## config.mk

```make
export PLATFORM = sky130hd
export DESIGN_NAME = chip8_pdm_decimator
export DESIGN_NICKNAME = d
export VERILOG_FILES = /design/src/rtl/chip8_audio_pkg.sv /design/src/rtl/chip8_mic_clk_gen.sv /design/src/rtl/chip8_pdm_decimator.sv
export SDC_FILE = /design/constraint.sdc
export NUM_CORES = 1
export LEC_CHECK = 0
export ABC_AREA = 1
export CELL_PAD_IN_SITES_DETAIL_PLACEMENT = 1
export CELL_PAD_IN_SITES_GLOBAL_PLACEMENT = 1
export CORE_ASPECT_RATIO = 0.5
export CORE_MARGIN = 2
export CORE_UTILIZATION = 26
export CTS_BUF_LIST = sky130_fd_sc_hd__clkbuf_4
export DETAILED_ROUTE_END_ITERATION = 7
export DONT_BUFFER_PORTS = 1
export HOLD_SLACK_MARGIN = 0.02
export PLACE_DENSITY_LB_ADDON = 0.1
export SLEW_MARGIN = 20
export SYNTH_ARGS = -nofsm -noshare
export SYNTH_HDL_FRONTEND = slang
export SYNTH_SLANG_ARGS = --single-unit
export TNS_END_PERCENT = 20
```

## constraint.sdc

```tcl
create_clock -name clk_in -period 3 [get_ports clk_in]
set_clock_uncertainty 0.2 [all_clocks]
set_input_delay 0.45 -clock clk_in [delete_from_list [all_inputs] [get_ports clk_in]]
set_output_delay 0.45 -clock clk_in [all_outputs]
set_load 0.1 [all_outputs]
```

## src/rtl/chip8_audio_pkg.sv

```systemverilog
// Shared audio-path definitions: one PDM rate for the generator and the
// decimator, the PCM sample type and the decimator state encoding.
package chip8_audio_pkg;

  localparam int PDM_COUNT_PERIOD_DFLT = 32;
  localparam int NUM_PDM_SAMPLES_DFLT  = 1024;

  typedef logic signed [7:0] pcm_t;

  typedef enum logic [1:0] {
    DISABLED = 2'd0,
    WARMUP   = 2'd1,
    RUN      = 2'd2
  } dec_state_t;

  // Clamp a widened PCM value into the 8-bit signed range.
  function automatic pcm_t saturate_pcm(input logic signed [9:0] wide);
    if (wide > 10'sd127) return 8'sh7f;
    if (wide < -10'sd128) return 8'sh80;
    return pcm_t'(wide[7:0]);
  endfunction

endpackage

```

## src/rtl/chip8_mic_clk_gen.sv

```systemverilog
// PDM microphone clock divider: registered 50%-duty mic clock plus a
// one-cycle tick coinciding with each rising edge of that clock.
module chip8_mic_clk_gen #(
  parameter int PDM_COUNT_PERIOD = 32
) (
  input  logic clk_in,
  input  logic rst_in,
  input  logic enable_in,
  output logic mic_clk_out,
  output logic pdm_tick
);

  localparam int CNT_W = $clog2(PDM_COUNT_PERIOD);
  localparam logic [CNT_W-1:0] LAST_CNT = CNT_W'(PDM_COUNT_PERIOD - 1);
  localparam logic [CNT_W-1:0] HALF_CNT = CNT_W'(PDM_COUNT_PERIOD / 2);

  logic [CNT_W-1:0] clk_cnt;
  logic             mic_clk_next;

  assign mic_clk_next = (clk_cnt < HALF_CNT);

  // NOTE: sequential state uses non-blocking assignments so every flop
  // samples pre-edge values regardless of statement order.
  always_ff @(posedge clk_in or negedge rst_in) begin
    if (!rst_in) begin
      clk_cnt     <= '0;
      mic_clk_out <= 1'b0;
      pdm_tick    <= 1'b0;
    end else if (!enable_in) begin
      clk_cnt     <= '0;
      mic_clk_out <= 1'b0;
      pdm_tick    <= 1'b0;
    end else begin
      clk_cnt     <= (clk_cnt == LAST_CNT) ? '0 : clk_cnt + CNT_W'(1);
      mic_clk_out <= mic_clk_next;
      pdm_tick    <= mic_clk_next & ~mic_clk_out;
    end
  end

endmodule

```

## src/rtl/chip8_pdm_decimator.sv

```systemverilog
// PDM microphone receiver: synchronizes the mic bit, boxcar-decimates each
// window of PDM ticks into a signed 8-bit sample and hands it off valid/ready.
module chip8_pdm_decimator
  import chip8_audio_pkg::*;
#(
  parameter int PDM_COUNT_PERIOD = PDM_COUNT_PERIOD_DFLT,
  parameter int NUM_PDM_SAMPLES  = NUM_PDM_SAMPLES_DFLT,
  parameter int COUNT_W          = $clog2(NUM_PDM_SAMPLES) + 1
) (
  input  logic clk_in,
  input  logic rst_in,
  input  logic enable_in,
  input  logic mic_data_in,
  output logic mic_clk_out,
  output pcm_t sample_out,
  output logic sample_valid_out,
  input  logic sample_ready_in,
  output logic overrun_out,
  input  logic clear_overrun_in
);

  localparam int TICK_W = $clog2(NUM_PDM_SAMPLES);
  localparam int SHIFT  = TICK_W - 8;
  localparam logic [TICK_W-1:0] LAST_TICK = TICK_W'(NUM_PDM_SAMPLES - 1);

  dec_state_t          state;
  logic [1:0]          mic_sync;
  logic                mic_bit;
  logic                pdm_tick;
  logic [TICK_W-1:0]   tick_cnt;
  logic [COUNT_W-1:0]  ones_cnt;
  logic [COUNT_W-1:0]  window_ones;
  logic [8:0]          scaled;
  logic signed [9:0]   pcm_wide;
  pcm_t                pcm;
  logic                window_end;
  logic                new_sample;
  logic                can_load;

  chip8_mic_clk_gen #(
    .PDM_COUNT_PERIOD(PDM_COUNT_PERIOD)
  ) u_clk_gen (
    .clk_in     (clk_in),
    .rst_in     (rst_in),
    .enable_in  (enable_in),
    .mic_clk_out(mic_clk_out),
    .pdm_tick   (pdm_tick)
  );

  // mic_data_in has no timing relation to clk_in.
  always_ff @(posedge clk_in or negedge rst_in) begin
    if (!rst_in) mic_sync <= '0;
    else         mic_sync <= {mic_sync[0], mic_data_in};
  end

  assign mic_bit = mic_sync[1];

  // The closing tick's bit is folded in before conversion.
  assign window_ones = ones_cnt + COUNT_W'(mic_bit);
  assign scaled      = 9'(window_ones >> SHIFT);
  assign pcm_wide    = $signed({1'b0, scaled}) - 10'sd128;
  assign pcm         = saturate_pcm(pcm_wide);

  assign window_end = pdm_tick && (tick_cnt == LAST_TICK);
  assign new_sample = window_end && (state == RUN);
  assign can_load   = !sample_valid_out || sample_ready_in;

  always_ff @(posedge clk_in or negedge rst_in) begin
    if (!rst_in) begin
      state            <= DISABLED;
      tick_cnt         <= '0;
      ones_cnt         <= '0;
      sample_out       <= '0;
      sample_valid_out <= 1'b0;
      overrun_out      <= 1'b0;
    end else begin
      // A same-cycle overrun below overrides this clear.
      if (clear_overrun_in) overrun_out <= 1'b0;

      if (!enable_in) begin
        state            <= DISABLED;
        tick_cnt         <= '0;
        ones_cnt         <= '0;
        sample_valid_out <= 1'b0;
      end else begin
        if (state == DISABLED) begin
          state <= WARMUP;
        end else if (pdm_tick) begin
          if (window_end) begin
            tick_cnt <= '0;
            ones_cnt <= '0;
            state    <= RUN;
          end else begin
            tick_cnt <= tick_cnt + TICK_W'(1);
            ones_cnt <= window_ones;
          end
        end

        if (new_sample && can_load) begin
          sample_out       <= pcm;
          sample_valid_out <= 1'b1;
        end else if (new_sample) begin
          overrun_out <= 1'b1;
        end else if (sample_valid_out && sample_ready_in) begin
          sample_valid_out <= 1'b0;
        end
      end
    end
  end

endmodule

```

==> flow_metrics.py <==
metrics = {
    "routing": {
        "drt-initial-drc-count": 73,
        "wl_per_cell_um": 13.34,
        "ant_nets": 0,
        "drc_errors": 0,
        "vias": 1655,
        "wl_um": 5017,
        "routed_via_density": 4.402,
        "firstDrtPassIters": 4,
    },
    "logic_synthesis": {
        "synth_top_family_by_area": "simple AND/OR/NAND/NOR gates",
        "synth_compound_area_share_pct": 8.808,
        "synth.distinct_cells": 34,
        "synthFlopType": "dfrtp_1",
        "synth_commonest_cells": "nand2_1 (43), dfrtp_1 (42), inv_1 (34)",
        "yosysTopAreaCell": "dfrtp_1",
        "synth_area_mm2": 0.002173,
        "yosys_register_bits": 42,
        "synth_xor_area_share_pct": 1.612,
        "synth.most_common_cell": "nand2_1",
        "synth_simple_gate_area_share_pct": 30.05,
        "synth_top_area_share_pct": 48.36,
        "yosysSeqAreaShare_pct": 48.36,
        "synth_edf_count": 0,
        "ys_top_cells_by_area": "dfrtp_1 (48%), nand2_1 (7.4%), inv_1 (5.9%)",
        "ys_warn_count": 0,
        "synthesis.nets": 264,
        "synth_cells": 251,
        "syn_area_per_cell_um2": 8.659,
        "synth_mux_area_share_pct": 0,
        "async_flop_share_pct": 100.0,
        "synth_fa_ha_area_share_pct": 4.030,
    },
    "floorplanning": {
        "initial_core_util_pct": 26.97,
        "core_area_mm2": 0.008058,
        "fp.dieW_um": 133.3,
        "pin_count": 17,
        "rows": 23,
        "die_height_um": 68.65,
        "die-area_mm2": 0.009151,
    },
    "grt": {
        "grt_overflow": 0,
        "grt_util_all_layers_pct": 12.47,
        "grt_antenna_before_repair": 0,
        "grt_max_degree": 43,
        "grt_pass1_vias": 1807,
        "grt_pass1_wl_um": 8707,
    },
    "finish": {
        "syn_to_final_growth_pct": 13.01,
        "seqCellArea_mm2": 0.001051,
        "fillers": 977,
        "multi_input_area_um2": 967.2,
        "fin_nets": 276,
        "drive_above_1_share_pct": 15.53,
        "diodes": 0,
    },
    "sta": {
        "finalCritPeriodShare_pct": 89.94,
        "finalMaxSlewViolations": 0,
        "setup_ws_ns": 0.3017,
        "max_freq_ghz": 0.3706,
        "fin_tns_setup_ns": 0,
        "setup_viol": 0,
        "slew_headroom_pct": 39.07,
        "finalCriticalPeriod_ns": 2.698,
        "tightest_slew_ns": 0.9139,
        "finalHoldViolCount": 0,
        "grt_setup_unrepaired": "false",
    },
    "outcome": {
        "status": "finished clean",
    },
    "placed_design": {
        "hpwl_um": 3579,
        "post-place-ws_ns": 0.3231,
        "routabilityCongestion": 0.7610,
        "port-buffer-count": 0,
    },
    "critical_path": {
        "critPathMostFrequentCell": "ha_1",
        "worstSetupPathType": "flop to flop",
        "crit_slowest_cell": "dfrtp_1",
        "start_kind": "flop",
        "critPathMaxStageDelay_ns": 0.39,
        "crit_chain": "ha_1, ha_1, nand2_1, inv_1, nand4_1, nor2_1, xor2_1, ha_1, nor2_1, nand3_1, nor2_2, nand3_2, nand2_4, a21oi_2",
        "crit_fanout": 6,
        "endpoint_kind": "flop",
        "required_ns": 3.08,
        "arrival_ns": 2.78,
    },
    "clocking": {
        "cts_tree": "yes",
        "cts.sinks": 42,
        "clk_path_buf_depth": 2,
        "cts_buffers": 5,
        "cts_root_buf": "clkbuf_4",
        "clock_latency_ns": 0.38,
        "h-tree-depth": 2,
        "clk_pin_slew_worst_paths_ns": 0.15,
    },
    "power_and_ir_drop": {
        "peakVddDrop_mv": 0.1214,
        "p_leak_nw": 1.101,
        "powerDensity_mw_per_mm2": 417.9,
    },
    "hold_path": {
        "hold_class": "input port to flop",
    },
    "run": {
        "max-cap-violations": 0,
    },
}
[cell families after synthesis]
| family | after synthesis |
|---|---|
| AOI/OAI and AO/OA | 31 |
| DFF | 42 |
| xor gates and xnor gates | 4 |
| buffers and inverters | 39 |
| and+or+nand+nor | 128 |
| adders and majority gates | 7 |
[repair_timing]
item                                    in CTS  in global routing
hold buffers                                 7                  0
endpoints found under the setup margin       0                  0
gates resized for setup                      0                  0
hold endpoints to repair                    48                  0
buffers inserted                             0                  0
[per-layer routing]
metal,up-vias,track usage [%],routed length [um]
met2,15,20.94,2256
met4,0,3.989,61
met5,-,0,0
met3,7,3.728,175
met1,801,15.81,2523
li1,832,-,-
[flip-flops by register name, indices dropped and copies added, names as in the netlist]
| signal | flops |
|---|---|
| mic_sync | 2 |
| tick_cnt | 10 |
| sample_out | 8 |
| u_clk_gen.mic_clk_out | 1 |
| u_clk_gen.pdm_tick | 1 |
| ones_cnt | 11 |
| sample_valid_out | 1 |
| u_clk_gen.clk_cnt | 5 |
| overrun_out | 1 |
| state | 2 |
[worst max-delay path, delay by kind of cell (launching register included)]
family | cells | cell delay (ns)
compound gates | 1 | 0.07
flops | 1 | 0.39
xor+xnor | 1 | 0.26
simple gates | 8 | 0.88
buf+inv | 1 | 0.11
fa+ha+maj | 3 | 0.69
[metrics by stage]
stage	hold slack [ns]	cells	cell area [um^2]	util [%]	power, mW
after floorplan	-0.04559	251	2173	-	0.6776
after global placement	-0.04441	361	2306	28.62	0.6922
after detailed placement	-0.04449	361	2306	28.62	0.6962
after CTS	0.02512	376	2456	30.48	1.049
after global routing	0.03507	376	2456	30.48	1.090
final	0.05091	376	2456	30.48	1.026
[power by group]
part           internal (mW)  leakage [nW]  switching [mW]
Sequential             0.589         0.570          0.0197
Combinational         0.0329         0.500          0.0637
Clock                 0.0958        0.0318           0.225
Total                  0.718          1.10           0.308
[final cells by class]
| class | count | area share [%] |
|---|---|---|
| flip-flops and latches | 42 | 42.79 |
| multi-input cells | 170 | 39.38 |
| inverters | 36 | 5.706 |
| well taps | 112 | 5.706 |
| repair buffers | 8 | 3.872 |
| clock buffers | 5 | 1.528 |
| clock inverters | 3 | 1.019 |
[cells in the final DEF, fill, tap and decap left out, types with 2 or more instances in the layout]
master	instances
clkinv_4	2
xor2_1	3
nand2_1	43
inv_1	34
o21ai_0	11
nor3_1	8
nor3b_1	3
clkbuf_4	5
dfrtp_1	42
nor2_4	3
nor2_2	7
o22ai_1	4
nand3_1	21
nor2_1	27
ha_1	7
nand4_1	2
nand2_2	7
a21oi_1	6
dlygate4sd3_1	6
a21oi_2	6
[final timing paths]
| kind | from | end | slack, ns | cells past startpoint |
|---|---|---|---|---|
| worst max-delay path | ones_cnt[0] | sample_out[4] | 0.30 | 14 |
| worst min-delay path | enable_in | state[0] | 0.05 | 2 |
| worst max register to register | ones_cnt[0] | sample_out[4] | 0.30 | 14 |
| worst min register to register | mic_sync[0] | mic_sync[1] | 0.18 | 0 |
| max in group asynchronous | rst_in | ones_cnt[8] | 2.04 | 2 |
| min in group asynchronous | rst_in | u_clk_gen.clk_cnt[2] | 0.34 | 2 |
(Power assumes the default switching activity.)
